==> src/rtl/count_bcd_display.sv <==
// Converts a 7-bit binary count to 3-digit BCD with a sequential double-dabble engine
// and drives a time-multiplexed, leading-zero-blanked 3-digit seven-segment display.
module count_bcd_display #(
    parameter int DATA_W   = 7,
    parameter int SCAN_DIV = 4
) (
    input  logic              clk,
    input  logic              reset,
    input  logic [DATA_W-1:0] q_in,
    input  logic              load,
    output logic              busy,
    output logic [11:0]       bcd,
    output logic              bcd_valid,
    output logic [6:0]        seg,
    output logic [2:0]        an
);

    localparam int ITER_W = $clog2(DATA_W);
    localparam int SCAN_W = (SCAN_DIV > 1) ? $clog2(SCAN_DIV) : 1;

    typedef enum logic {IDLE, SHIFT} state_t;

    state_t              state_q, state_d;
    logic [DATA_W-1:0]   bin_q, bin_d;
    logic [11:0]         scratch_q, scratch_d;
    logic [11:0]         adj;
    logic [ITER_W-1:0]   iter_q, iter_d;
    logic [11:0]         bcd_q, bcd_d;
    logic                valid_q, valid_d;
    logic [SCAN_W-1:0]   scan_q, scan_d;
    logic [1:0]          digit_q, digit_d;

    // NOTE: sequential state uses non-blocking assignments so every register samples
    // pre-edge values; next-state logic lives in always_comb with blocking assignments.
    always_ff @(posedge clk) begin
        if (reset) begin
            state_q   <= IDLE;
            bin_q     <= '0;
            scratch_q <= '0;
            iter_q    <= '0;
            bcd_q     <= '0;
            valid_q   <= 1'b0;
            scan_q    <= '0;
            digit_q   <= '0;
        end else begin
            state_q   <= state_d;
            bin_q     <= bin_d;
            scratch_q <= scratch_d;
            iter_q    <= iter_d;
            bcd_q     <= bcd_d;
            valid_q   <= valid_d;
            scan_q    <= scan_d;
            digit_q   <= digit_d;
        end
    end

    // Add-3 correction applied to each scratch nibble before the shift.
    always_comb begin
        adj = scratch_q;
        for (int i = 0; i < 3; i++) begin
            if (scratch_q[i*4 +: 4] >= 4'd5)
                adj[i*4 +: 4] = scratch_q[i*4 +: 4] + 4'd3;
        end
    end

    // NOTE: every always_comb output gets a default first so no path infers a latch.
    always_comb begin
        state_d   = state_q;
        bin_d     = bin_q;
        scratch_d = scratch_q;
        iter_d    = iter_q;
        bcd_d     = bcd_q;
        valid_d   = 1'b0;
        case (state_q)
            IDLE: begin
                if (load) begin
                    bin_d     = q_in;
                    scratch_d = '0;
                    iter_d    = '0;
                    state_d   = SHIFT;
                end
            end
            SHIFT: begin
                scratch_d = {adj[10:0], bin_q[DATA_W-1]};
                bin_d     = {bin_q[DATA_W-2:0], 1'b0};
                iter_d    = iter_q + ITER_W'(1);
                if (iter_q == ITER_W'(DATA_W - 1)) begin
                    bcd_d   = {adj[10:0], bin_q[DATA_W-1]};
                    valid_d = 1'b1;
                    state_d = IDLE;
                end
            end
            default: state_d = IDLE;
        endcase
    end

    // Free-running digit scan, unaffected by the conversion engine.
    always_comb begin
        scan_d  = scan_q + SCAN_W'(1);
        digit_d = digit_q;
        if (scan_q == SCAN_W'(SCAN_DIV - 1)) begin
            scan_d  = '0;
            digit_d = (digit_q == 2'd2) ? 2'd0 : digit_q + 2'd1;
        end
    end

    function automatic logic [6:0] seg7(input logic [3:0] n);
        case (n)
            4'd0:    seg7 = 7'h3F;
            4'd1:    seg7 = 7'h06;
            4'd2:    seg7 = 7'h5B;
            4'd3:    seg7 = 7'h4F;
            4'd4:    seg7 = 7'h66;
            4'd5:    seg7 = 7'h6D;
            4'd6:    seg7 = 7'h7D;
            4'd7:    seg7 = 7'h07;
            4'd8:    seg7 = 7'h7F;
            4'd9:    seg7 = 7'h6F;
            default: seg7 = 7'h00;
        endcase
    endfunction

    logic hund_zero, tens_zero;
    assign hund_zero = (bcd_q[11:8] == 4'd0);
    assign tens_zero = (bcd_q[7:4] == 4'd0);

    always_comb begin
        an  = 3'b001;
        seg = seg7(bcd_q[3:0]);
        case (digit_q)
            2'd1: begin
                an  = 3'b010;
                seg = (hund_zero && tens_zero) ? 7'h00 : seg7(bcd_q[7:4]);
            end
            2'd2: begin
                an  = 3'b100;
                seg = hund_zero ? 7'h00 : seg7(bcd_q[11:8]);
            end
            default: ;
        endcase
    end

    assign busy      = (state_q == SHIFT);
    assign bcd       = bcd_q;
    assign bcd_valid = valid_q;

endmodule

==> config.mk <==
export PLATFORM = sky130hd
export DESIGN_NAME = count_bcd_display
export DESIGN_NICKNAME = d
export VERILOG_FILES = /design/src/rtl/count_bcd_display.sv
export SDC_FILE = /design/constraint.sdc
export NUM_CORES = 1
export LEC_CHECK = 0
export BUFFER_PORTS_ARGS = -buffer_cell sky130_fd_sc_hd__buf_2
export CAP_MARGIN = 20
export CORE_MARGIN = 4
export CORE_UTILIZATION = 59
export CTS_CLUSTER_DIAMETER = 30
export CTS_CLUSTER_SIZE = 14
export DETAILED_ROUTE_END_ITERATION = 7
export GPL_TIMING_DRIVEN = 0
export PLACE_DENSITY = 0.8
export SYNTH_ARGS = -nofsm -noshare
export SYNTH_HDL_FRONTEND = slang
export SYNTH_SLANG_ARGS = --single-unit
==> constraint.sdc <==
create_clock -name clk -period 3.15 [get_ports clk]
set_clock_uncertainty 0.15 [all_clocks]
set_input_delay 0.1575 -clock clk [delete_from_list [all_inputs] [get_ports clk]]
set_output_delay 0.1575 -clock clk [all_outputs]
set_load 0.05 [all_outputs]
==> results.md <==
* CP Launch Type: flop
* I/O pin total at 34
* RSZ-0062 raised after global routing: false
* Total CTS buffers at 9
* Full die area at 7117 µm²
* Fin. Hold Viols at 0
* Seq cells post-synth at 61
* Syn_nets at 449
* Initial core utilization at 61.73%
* Final Max Slew Viols at 0
* Leak pwr at 1.616 nW
* Worst-path clk slew at 0.07 ns
* Sequential-to-total area share from yosys stat at 35.49%
* Drt drc at 0
* Antenna Violating Nets Remaining at 0
* Pre-CTS worst setup slack at 0.2650 ns
* GRT overflow at 0
* Routability cong. at 0.8944
* CP Data Arrival Time at 3.07 ns
* Final wirelength at 7659 µm
* Vias per cell at 5.672
* DR WL/cell at 14.45 µm
* Mapped Avg Cell Area at 8.413 µm²
* Antenna violations before repair at 0
* Synth top area share at 35.49%
* Largest net degree at the start of global routing at 12
* Row Count at 27
* Setup violators final at 0
* Crit end category: flop
* Worst VDD drop at 0.3067 mV
* Max_cap viols at 0
* Number of diodes at 0
* Setup Buffers After CTS at 0
* Final setup margin at 0.1881 ns
* First-pass GRT wire length at 13170 µm
* Syn-to-layout area delta at 13.78%
* Yosys top cell by area: dfxtp_1
* Area of placed instances at 3691 µm²
* CP max FO at 10
* Crit share post-route at 94.03%
* Port-buffer cells at 32
* DP HPWL at 5728 µm
* Max Clock Freq at 0.3376 GHz
* Register area at 1221 µm²
* CTS max path bufs at 2
* Area of the multi-input gates at 1999 µm²
* CTS tree: yes
* Setup TNS at 0 ns
* Post-synth EDFFs at 0
* Hold-fix buffers, CTS at 1
* Clock root buffer: clkbuf_8
* DR iter-0 viols at 170
* Critical Path RT at 3.26 ns
* Die span in x at 84.37 µm
* Drt first pass iters at 4
* Asr flop ratio synth at 0%
* HP Class: in -> reg
* Clock Sinks at 61
* Normalized max-slew margin at 59.33%
* Outcome: complete, no violations
* Post-layout min period at 2.962 ns
* Share of cells above drive strength 1 at 16.16%
* Ys flop type: dfxtp_1
* Post-Synthesis Cell Area at 3441 µm²
* H-tree Lvls at 3
* Crit Path Class: reg -> reg
* Clk_lat worst skew at 0.34 ns
* # resized after CTS at 0
* Syn Inst Count at 409
* Synth cell types at 68
* NumNets Final at 493
* Synth area leaders: dfxtp_1 (35%), ha_1 (11%), nor2_1 (5.9%), a21oi_1 (3.9%), o21ai_0 (3.5%)
* Core ar. at 5574 µm²
* Yosys Warn Count at 0
* Via Count at 3006
* FILL cells at 468
* Final Cell Area at 3915 µm²
* Pwr dens at 426.8 nW/µm²
* Pin slew with the least headroom to its limit at 0.6037 ns
* Vias in the first global route at 2803
* Total Routing Usage GR at 22.51%
* Die H at 84.37 µm
-- cells by family (layout without fill, tap and decap cells) --
kind of cell	count (synthesis)	in the layout	synth area share [%]
adder cells (fa/ha/maj)	30	30	10.91
AO/OA/AOI/OAI	112	112	23.42
XOR/XNOR	3	3	0.7638
AND/OR/NAND/NOR	139	139	19.45
buffers and inverters	52	101	6.399
multiplexers	12	12	3.564
flip-flops	61	61	35.49
-- synth_stat cells, types with 2 or more instances --
library cell,count
a31oi_1,6
inv_1,26
buf_4,3
nand2_1,26
nand2b_1,6
clkbuf_1,11
o22ai_1,3
a211oi_1,5
nor2b_1,5
nor2_1,54
nand3_1,7
buf_2,3
o32ai_1,2
a32oi_1,2
dfxtp_1,61
mux2i_1,10
nor3b_1,5
or3_1,2
or3b_1,4
and3_1,3
ha_1,30
o22a_1,3
o31ai_1,3
o21ai_0,24
xnor2_1,3
inv_2,3
a21o_1,6
nand3b_1,2
and2_1,4
a221oi_1,7
buf_1,2
nor3_1,16
a21oi_1,27
-- final cells by class --
type	count	area share, %
clock inverters	7	2.301
well taps	72	2.301
plain buffers	21	2.621
clock buffers	9	3.164
flip-flops and latches	61	31.19
repair buffers	33	4.346
multi-input cells	296	51.07
inverters	31	3.004
-- critical path, stage by stage, from the launching register on --
cell	delay, ns
dfxtp_1	0.34
inv_1	0.06
ha_1	0.25
and3_1	0.21
buf_4	0.18
buf_4	0.20
nor3b_1	0.06
a41oi_1	0.49
inv_1	0.21
ha_1	0.25
a2111o_1	0.35
o21ai_0	0.13
-- layer usage --
metal / GRT usage (%) / wire length [µm] / vias up
met5: 0 / 0 / -
li1: - / - / 1532
met4: 9.065 / 148 / 0
met1: 28.43 / 3536 / 1388
met3: 3.729 / 357 / 16
met2: 38.24 / 3615 / 70
-- report_power, final --
part / switching, mW / internal [mW]
registers: 0.00737 / 0.784
logic: 0.0992 / 0.0411
clock network: 0.299 / 0.440
-- cell usage in the layout (no fill, tap or decap), types with 3 or more instances in the layout --
cell / Yosys / final
inv_1: 26 / 26
o21ai_0: 24 / 24
a21o_1: 6 / 6
clkbuf_1: 11 / 11
o22a_1: 3 / 3
nand2b_1: 6 / 6
nor2b_1: 5 / 5
nand3_1: 7 / 7
a31oi_1: 6 / 6
a221oi_1: 7 / 7
a21oi_1: 27 / 27
ha_1: 30 / 30
a211oi_1: 5 / 5
and3_1: 3 / 3
nand2_1: 26 / 26
nor2_1: 54 / 54
clkbuf_8: 0 / 9
o31ai_1: 3 / 3
o22ai_1: 3 / 3
inv_2: 3 / 3
clkinv_2: 1 / 4
dfxtp_1: 61 / 61
or3b_1: 4 / 4
buf_2: 3 / 35
nor3_1: 16 / 16
xnor2_1: 3 / 3
and2_1: 4 / 4
nor3b_1: 5 / 5
buf_4: 3 / 3
mux2i_1: 10 / 10
-- through the flow --
stage	power (mW)	utilization, %	std cells	hold WS, ns
after floorplan	0.9121	-	409	0.2028
after global placement	0.9439	66.22	513	0.2572
after detailed placement	0.9484	66.22	513	0.2792
after CTS	1.683	70.24	530	0.03648
after global routing	1.737	70.24	530	0.09996
final	1.671	70.24	530	0.03810
-- worst paths after layout --
kind | from | end | slack [ns] | cells past startpoint
setup / recovery | iter_q[0] | flop | 0.19 | 11
hold / removal | q_in[1] | bin_q[1] | 0.04 | 5
setup reg to reg | iter_q[0] | flop | 0.19 | 11
hold reg to reg | scan_q[0] | scan_q[0] | 0.28 | 1
No activity file was read; power rests on OpenSTA's default activity.
